--- config.mk ---
export PLATFORM = sky130hd
export DESIGN_NAME = seq_controller
export DESIGN_NICKNAME = d
export VERILOG_FILES = /design/src/rtl/seq_controller.sv
export SDC_FILE = /design/constraint.sdc
export NUM_CORES = 1
export LEC_CHECK = 0
export ABC_AREA = 1
export CAP_MARGIN = 20
export CORE_AREA = 4 4 112 71
export CTS_BUF_LIST = sky130_fd_sc_hd__clkbuf_2
export CTS_CLUSTER_DIAMETER = 200
export DETAILED_ROUTE_END_ITERATION = 12
export DIE_AREA = 0 0 116 75
export GPL_TIMING_DRIVEN = 0
export HOLD_SLACK_MARGIN = 0.06
export PLACE_DENSITY = 0.74
export SLEW_MARGIN = 10
export SYNTH_ARGS = -nofsm -noshare
export SYNTH_HDL_FRONTEND = slang
export SYNTH_SLANG_ARGS = --single-unit
--- constraint.sdc ---
create_clock -name clk -period 1.6 [get_ports clk]
set_input_delay 0.32 -clock clk [delete_from_list [all_inputs] [get_ports clk]]
set_output_delay 0.32 -clock clk [all_outputs]
set_load 0.05 [all_outputs]
--- src/rtl/seq_controller.sv ---
// seq_controller: tiny accumulator machine sequencer. Fetches instruction
// words over a request/acknowledge memory port, executes load/ALU/jump/write
// instructions, and halts on HLT or on a memory acknowledge timeout.
module seq_controller #(
    parameter int ADDR_W   = 4,
    parameter int DATA_W   = 8,
    parameter int MAX_WAIT = 15
) (
    input  logic              clk,
    input  logic              reset,
    output logic              mem_req,
    output logic              mem_we,
    output logic [ADDR_W-1:0] mem_addr,
    output logic [DATA_W-1:0] mem_wdata,
    input  logic              mem_ack,
    input  logic [DATA_W-1:0] mem_rdata,
    output logic [ADDR_W-1:0] pc,
    output logic [DATA_W-1:0] acc,
    output logic [1:0]        flags,
    output logic              halted,
    output logic              fault
);

    // The opcode occupies the top nibble, so the word must hold it plus an operand.
    if (DATA_W < ADDR_W + 4) begin : g_width_check
        $error("seq_controller: DATA_W must be at least ADDR_W+4");
    end
    if (MAX_WAIT < 1) begin : g_wait_check
        $error("seq_controller: MAX_WAIT must be at least 1");
    end

    localparam int WAIT_W = (MAX_WAIT < 2) ? 1 : $clog2(MAX_WAIT);

    localparam logic [3:0] OP_LDA = 4'b1000;
    localparam logic [3:0] OP_LDB = 4'b0100;
    localparam logic [3:0] OP_ADD = 4'b0010;
    localparam logic [3:0] OP_SUB = 4'b0001;
    localparam logic [3:0] OP_JMP = 4'b1001;
    localparam logic [3:0] OP_JZ  = 4'b0011;
    localparam logic [3:0] OP_WRT = 4'b1010;
    localparam logic [3:0] OP_HLT = 4'b1111;

    typedef enum logic [1:0] {
        FETCH  = 2'd0,
        DECODE = 2'd1,
        MEM    = 2'd2,
        HALT   = 2'd3
    } state_t;

    state_t              state;
    logic [DATA_W-1:0]   ir;
    logic [DATA_W-1:0]   reg_a;
    logic [DATA_W-1:0]   reg_b;
    logic                carry;
    logic                zero;
    logic [WAIT_W-1:0]   wait_cnt;

    logic [3:0]          opcode;
    logic [ADDR_W-1:0]   operand;
    logic [DATA_W:0]     add_res;
    logic [DATA_W:0]     sub_res;
    logic                wait_expired;

    // Sum with the carry-out in the extra top bit.
    function automatic logic [DATA_W:0] alu_add(input logic [DATA_W-1:0] x,
                                                input logic [DATA_W-1:0] y);
        return {1'b0, x} + {1'b0, y};
    endfunction

    // Difference with the borrow (x < y) in the extra top bit.
    function automatic logic [DATA_W:0] alu_sub(input logic [DATA_W-1:0] x,
                                                input logic [DATA_W-1:0] y);
        return {1'b0, x} - {1'b0, y};
    endfunction

    assign opcode       = ir[DATA_W-1 -: 4];
    assign operand      = ir[ADDR_W-1:0];
    assign add_res      = alu_add(reg_a, reg_b);
    assign sub_res      = alu_sub(reg_a, reg_b);
    assign wait_expired = (wait_cnt == WAIT_W'(MAX_WAIT - 1));
    assign flags        = {carry, zero};
    assign mem_wdata    = acc;

    // Control FSM; the memory request lines are registered and set up on the
    // transition into FETCH or MEM so they stay stable until acknowledged.
    always_ff @(posedge clk) begin
        if (reset) begin
            state    <= FETCH;
            pc       <= '0;
            ir       <= '0;
            reg_a    <= '0;
            reg_b    <= '0;
            acc      <= '0;
            carry    <= 1'b0;
            zero     <= 1'b0;
            halted   <= 1'b0;
            fault    <= 1'b0;
            mem_req  <= 1'b0;
            mem_we   <= 1'b0;
            mem_addr <= '0;
            wait_cnt <= '0;
        end else begin
            unique case (state)
                FETCH: begin
                    if (!mem_req) begin
                        // Only reached straight out of reset: launch the first fetch.
                        mem_req  <= 1'b1;
                        mem_we   <= 1'b0;
                        mem_addr <= pc;
                    end else if (mem_ack) begin
                        ir       <= mem_rdata;
                        pc       <= pc + ADDR_W'(1);
                        mem_req  <= 1'b0;
                        wait_cnt <= '0;
                        state    <= DECODE;
                    end else if (wait_expired) begin
                        mem_req <= 1'b0;
                        mem_we  <= 1'b0;
                        fault   <= 1'b1;
                        halted  <= 1'b1;
                        state   <= HALT;
                    end else begin
                        wait_cnt <= wait_cnt + WAIT_W'(1);
                    end
                end
                DECODE: begin
                    // Default: next instruction fetch from the current pc.
                    mem_req  <= 1'b1;
                    mem_we   <= 1'b0;
                    mem_addr <= pc;
                    state    <= FETCH;
                    case (opcode)
                        OP_LDA, OP_LDB: begin
                            mem_addr <= operand;
                            state    <= MEM;
                        end
                        OP_WRT: begin
                            mem_we   <= 1'b1;
                            mem_addr <= operand;
                            state    <= MEM;
                        end
                        OP_ADD: begin
                            acc   <= add_res[DATA_W-1:0];
                            carry <= add_res[DATA_W];
                            zero  <= (add_res[DATA_W-1:0] == '0);
                        end
                        OP_SUB: begin
                            acc   <= sub_res[DATA_W-1:0];
                            carry <= sub_res[DATA_W];
                            zero  <= (sub_res[DATA_W-1:0] == '0);
                        end
                        OP_JMP: begin
                            pc       <= operand;
                            mem_addr <= operand;
                        end
                        OP_JZ: begin
                            if (zero) begin
                                pc       <= operand;
                                mem_addr <= operand;
                            end
                        end
                        OP_HLT: begin
                            mem_req <= 1'b0;
                            halted  <= 1'b1;
                            state   <= HALT;
                        end
                        default: ;
                    endcase
                end
                MEM: begin
                    if (mem_ack) begin
                        if (opcode == OP_LDA) reg_a <= mem_rdata;
                        if (opcode == OP_LDB) reg_b <= mem_rdata;
                        mem_req  <= 1'b1;
                        mem_we   <= 1'b0;
                        mem_addr <= pc;
                        wait_cnt <= '0;
                        state    <= FETCH;
                    end else if (wait_expired) begin
                        mem_req <= 1'b0;
                        mem_we  <= 1'b0;
                        fault   <= 1'b1;
                        halted  <= 1'b1;
                        state   <= HALT;
                    end else begin
                        wait_cnt <= wait_cnt + WAIT_W'(1);
                    end
                end
                HALT: ;
                default: state <= HALT;
            endcase
        end
    end

endmodule

==> flow_summary.ini <==
[setup_path]
worst_setup_path_start_kind = register
crit_slowest_cell = sky130_fd_sc_hd__dfxtp_2
startpoint = reg_a[0]
crit_family = simple AND/OR/NAND/NOR gates
timing.setup.critical_path_class = register to register
maximum_fanout_along_the_worst_path = 2
critical_path.cell_chain = inv_2, ha_4, inv_2, fa_2, xnor2_2, nand2_1, nor2_1, nand3_1, nor2_2, nand2_1, nand3_2, nand2_1, inv_1
startpoint_of_the_most_critical_register_to_register_path = reg_a[0]
critPathCaptureType = register
crit_arrival_ns = 2.35
timing.critical_path.buf_inv = 3
cpPeakStageDelay_ns = 0.40
ff2ff_setup_slack_ns = -0.31
critPathRequiredTime_ns = 2.04
crit_top_cell = sky130_fd_sc_hd__nand2_1

[layout]
fin_nets = 609
drive_gt1_share_pct = 38.2
utilization_pct = 64.9
antenna_cells_inserted = 0
area.growth.synth_to_final_pct = 34.8
filler_cells_inserted = 611
register_area_um2 = 1090
final_cells = 665
multi_input_area_um2 = 2310
fin_area_um2 = 4560

[worst_hold_path]
min-delay-start = mem_ack
type_of_the_worst_min_delay_path = input port to register

[placement]
area_post_placement_um2 = 3910
place_hpwl_um = 6950
gp_congestion = 0.921
place_inst = 624
count_of_buffers_from_port_buffering = 38

[power]
power_uw = 3260
leak_uw = 0.00210
vdd.ir_drop.worst_v = 0.000399
power_density_nw_per_um2 = 716

[die]
core.rowCount = 24
ios = 41
die-height_um = 75
chipWidth_um = 116
fp.dieArea_um2 = 8700
core_region_area_um2 = 7030
initial_utilization_pct = 48.1

[synth]
syn-cell-area_um2 = 3380
synth_fp_nets = 531
async_flop_share_pct = 0
ys_ff_latch = 52
post_synth_edffs = 0
synth_cells = 495
synth.distinct_cells = 38
postSynth.topFlopCell = sky130_fd_sc_hd__dfxtp_1
synth-warning-count = 0
synth-seq-area-share_pct = 30.8
syn_area_per_cell_um2 = 6.83

[sta]
unrepaired_setup_endpoints_after_global_routing = yes
report.final.hold_viol_count = 0
max-slew-margin-rel_pct = 55.6
fin_worst_setup_slack_ns = -0.313
post-route-period-util_pct = 120
min_period_ns = 1.91
maxClockFrequency_mhz = 523
report.final.setup_viol = 5
worst_hold_slack_ns = 0.227
slew_viol_final = 0
tightest_slew_ns = 0.666
skew_ns = 0.0269

[grt]
grt_util_all_layers_pct = 22.1
use_met2_pct = 30.4
use_met1_pct = 33.8
antenna_violations_before_repair = 0
pin_count_of_the_biggest_net_entering_global_routing = 15
met3_usage_pct = 7.07
grt_pass1_wl_um = 15100
grt-ovfl-total = 0
globalRoute.busiestLayer = met1
grt_pass1_vias = 3010

[clocking]
clkSinkCount = 52
clock_path_buffers = 2
clkLatencyLatePin_ns = 0.49
cts_htree_levels = 2
clk_pin_slew_ns = 0.27
cts_root_buffer = sky130_fd_sc_hd__clkbuf_2
cts-hold-fix-buffers = 0
tritoncts = built
numCtsBuffers = 5

[detailed_routing]
route.vias.total = 3684
drt_pre_antenna_iters = 5
route.detailed.wl_per_inst_um = 15.6
route.detailed.vias_per_inst = 5.54
route.antenna.remaining_nets = 0
drcViolationCount = 0
drtIter0Drc = 304
wirelength_um = 10400

[flow_run]
drv.max_cap_violation_count = 0

[run_status]
violations = negative setup slack
run_status = finished, violations left
==> flip-flops by register name, indices dropped and copies added (netlist names) <==
signal	flops
zero	1
pc	4
mem_addr	4
acc	8
mem_we	1
wait_cnt	4
reg_a	8
reg_b	8
halted	1
state	2
ir	8
fault	1
mem_req	1
carry	1
==> final timing paths <==
check,depth (start not counted),to
min reg2reg,2,halted
max,13,zero
max reg2reg,13,zero
min,3,ir[4]
==> cell usage in the layout (no fill, tap or decap), drive strengths merged <==
master	n
a21o	1
a21oi	52
a221oi	1
a31oi	5
buf	67
clkbuf	29
clkdlybuf4s50	8
clkinv	1
clkinvlp	1
dfxtp	52
fa	2
ha	23
inv	64
nand2	112
nand3	44
nand4	3
nor2	33
nor3	8
o2111ai	1
o211ai	5
o21a	4
o21ai	44
o21bai	1
o221ai	3
o22ai	1
o311ai	1
o31ai	1
or2	3
xnor2	2
xor2	2
==> worst reg2reg max path, cell delays in order, from the launching register on <==
cell and delay [ns]:
sky130_fd_sc_hd__dfxtp_2 0.40, sky130_fd_sc_hd__inv_2 0.07, sky130_fd_sc_hd__ha_4 0.12, sky130_fd_sc_hd__inv_2 0.04
sky130_fd_sc_hd__fa_2 0.40, sky130_fd_sc_hd__xnor2_2 0.17, sky130_fd_sc_hd__nand2_1 0.07, sky130_fd_sc_hd__nor2_1 0.15
sky130_fd_sc_hd__nand3_1 0.12, sky130_fd_sc_hd__nor2_2 0.12, sky130_fd_sc_hd__nand2_1 0.07, sky130_fd_sc_hd__nand3_2 0.06
sky130_fd_sc_hd__nand2_1 0.05, sky130_fd_sc_hd__inv_1 0.05
==> metal layers <==
layer,share of wire [%],wire (um)
met4,0.68,71
met5,0,0
met2,44,4570
met1,46,4730
met3,9.7,1010
==> synthesized netlist by cell type (2+ instances only) <==
master,number,area share [%]
sky130_fd_sc_hd__dfxtp_1,52,31
sky130_fd_sc_hd__a21oi_1,52,7.7
sky130_fd_sc_hd__nor3_1,5,0.74
sky130_fd_sc_hd__clkbuf_1,7,0.78
sky130_fd_sc_hd__nand4_1,3,0.56
sky130_fd_sc_hd__xor2_1,2,0.52
sky130_fd_sc_hd__nand3_1,42,6.2
sky130_fd_sc_hd__nor2_1,27,3.0
sky130_fd_sc_hd__buf_2,8,1.2
sky130_fd_sc_hd__or2_2,3,0.56
sky130_fd_sc_hd__inv_2,2,0.22
sky130_fd_sc_hd__buf_4,10,2.2
sky130_fd_sc_hd__o211ai_1,5,1.1
sky130_fd_sc_hd__nor2_4,3,1.0
sky130_fd_sc_hd__xnor2_1,2,0.52
sky130_fd_sc_hd__nand3_2,2,0.59
sky130_fd_sc_hd__fa_1,2,1.2
sky130_fd_sc_hd__o21a_1,4,0.89
sky130_fd_sc_hd__nor2_2,3,0.56
sky130_fd_sc_hd__nand2_1,108,12
sky130_fd_sc_hd__o21ai_0,42,6.2
sky130_fd_sc_hd__nand2_2,3,0.56
sky130_fd_sc_hd__ha_1,23,8.5
sky130_fd_sc_hd__a31oi_1,5,0.93
sky130_fd_sc_hd__nor3_2,2,0.59
sky130_fd_sc_hd__o21ai_1,2,0.30
sky130_fd_sc_hd__inv_1,63,7.0
sky130_fd_sc_hd__o221ai_1,3,0.78
==> final cells by class <==
type	instances	area share [%]
Buffer	25	4.04
Tap cell	91	2.50
Clock buffer	7	0.769
Clock inverter	1	0.0824
Multi-Input combinational cell	352	50.8
Inverter	65	5.71
Timing Repair Buffer	72	12.2
Sequential cell	52	23.9
==> through the flow <==
| stage | TNS [ns] | worst slack [ns] |
|---|---|---|
| floorplan | -0.00700 | -0.00700 |
| global placement | -4.54 | -0.266 |
| detailed placement | -6.26 | -0.290 |
| CTS | -0.614 | -0.188 |
| global route | -2.06 | -0.413 |
| finish | -0.867 | -0.313 |
==> kinds of logic after synthesis <==
| group | share of synthesized area, % |
|---|---|
| DFF | 30.8 |
| buffers and inverters | 11.7 |
| AOI/OAI and AO/OA | 19.5 |
| and+or+nand+nor | 27.2 |
| xor gates and xnor gates | 1.04 |
| adders and majority gates | 9.70 |
==> where the power goes <==
| part | internal, uW | leakage [uW] | switching, uW |
|---|---|---|---|
| Sequential | 1400 | 0.000437 | 94.9 |
| Clock | 116 | 0.0000306 | 427 |
| Combinational | 431 | 0.00163 | 797 |
| Total | 1940 | 0.00210 | 1320 |
==> what timing repair did <==
| action | 4_1_cts | 5_1_grt |
|---|---|---|
| endpoints found under the setup margin | 79 | 71 |
| pin swaps | 21 | 27 |
| resized for setup | 171 | 150 |
| cloned | 0 | 1 |
| setup buffers | 7 | 26 |
Power figures use the tool's default switching activity.
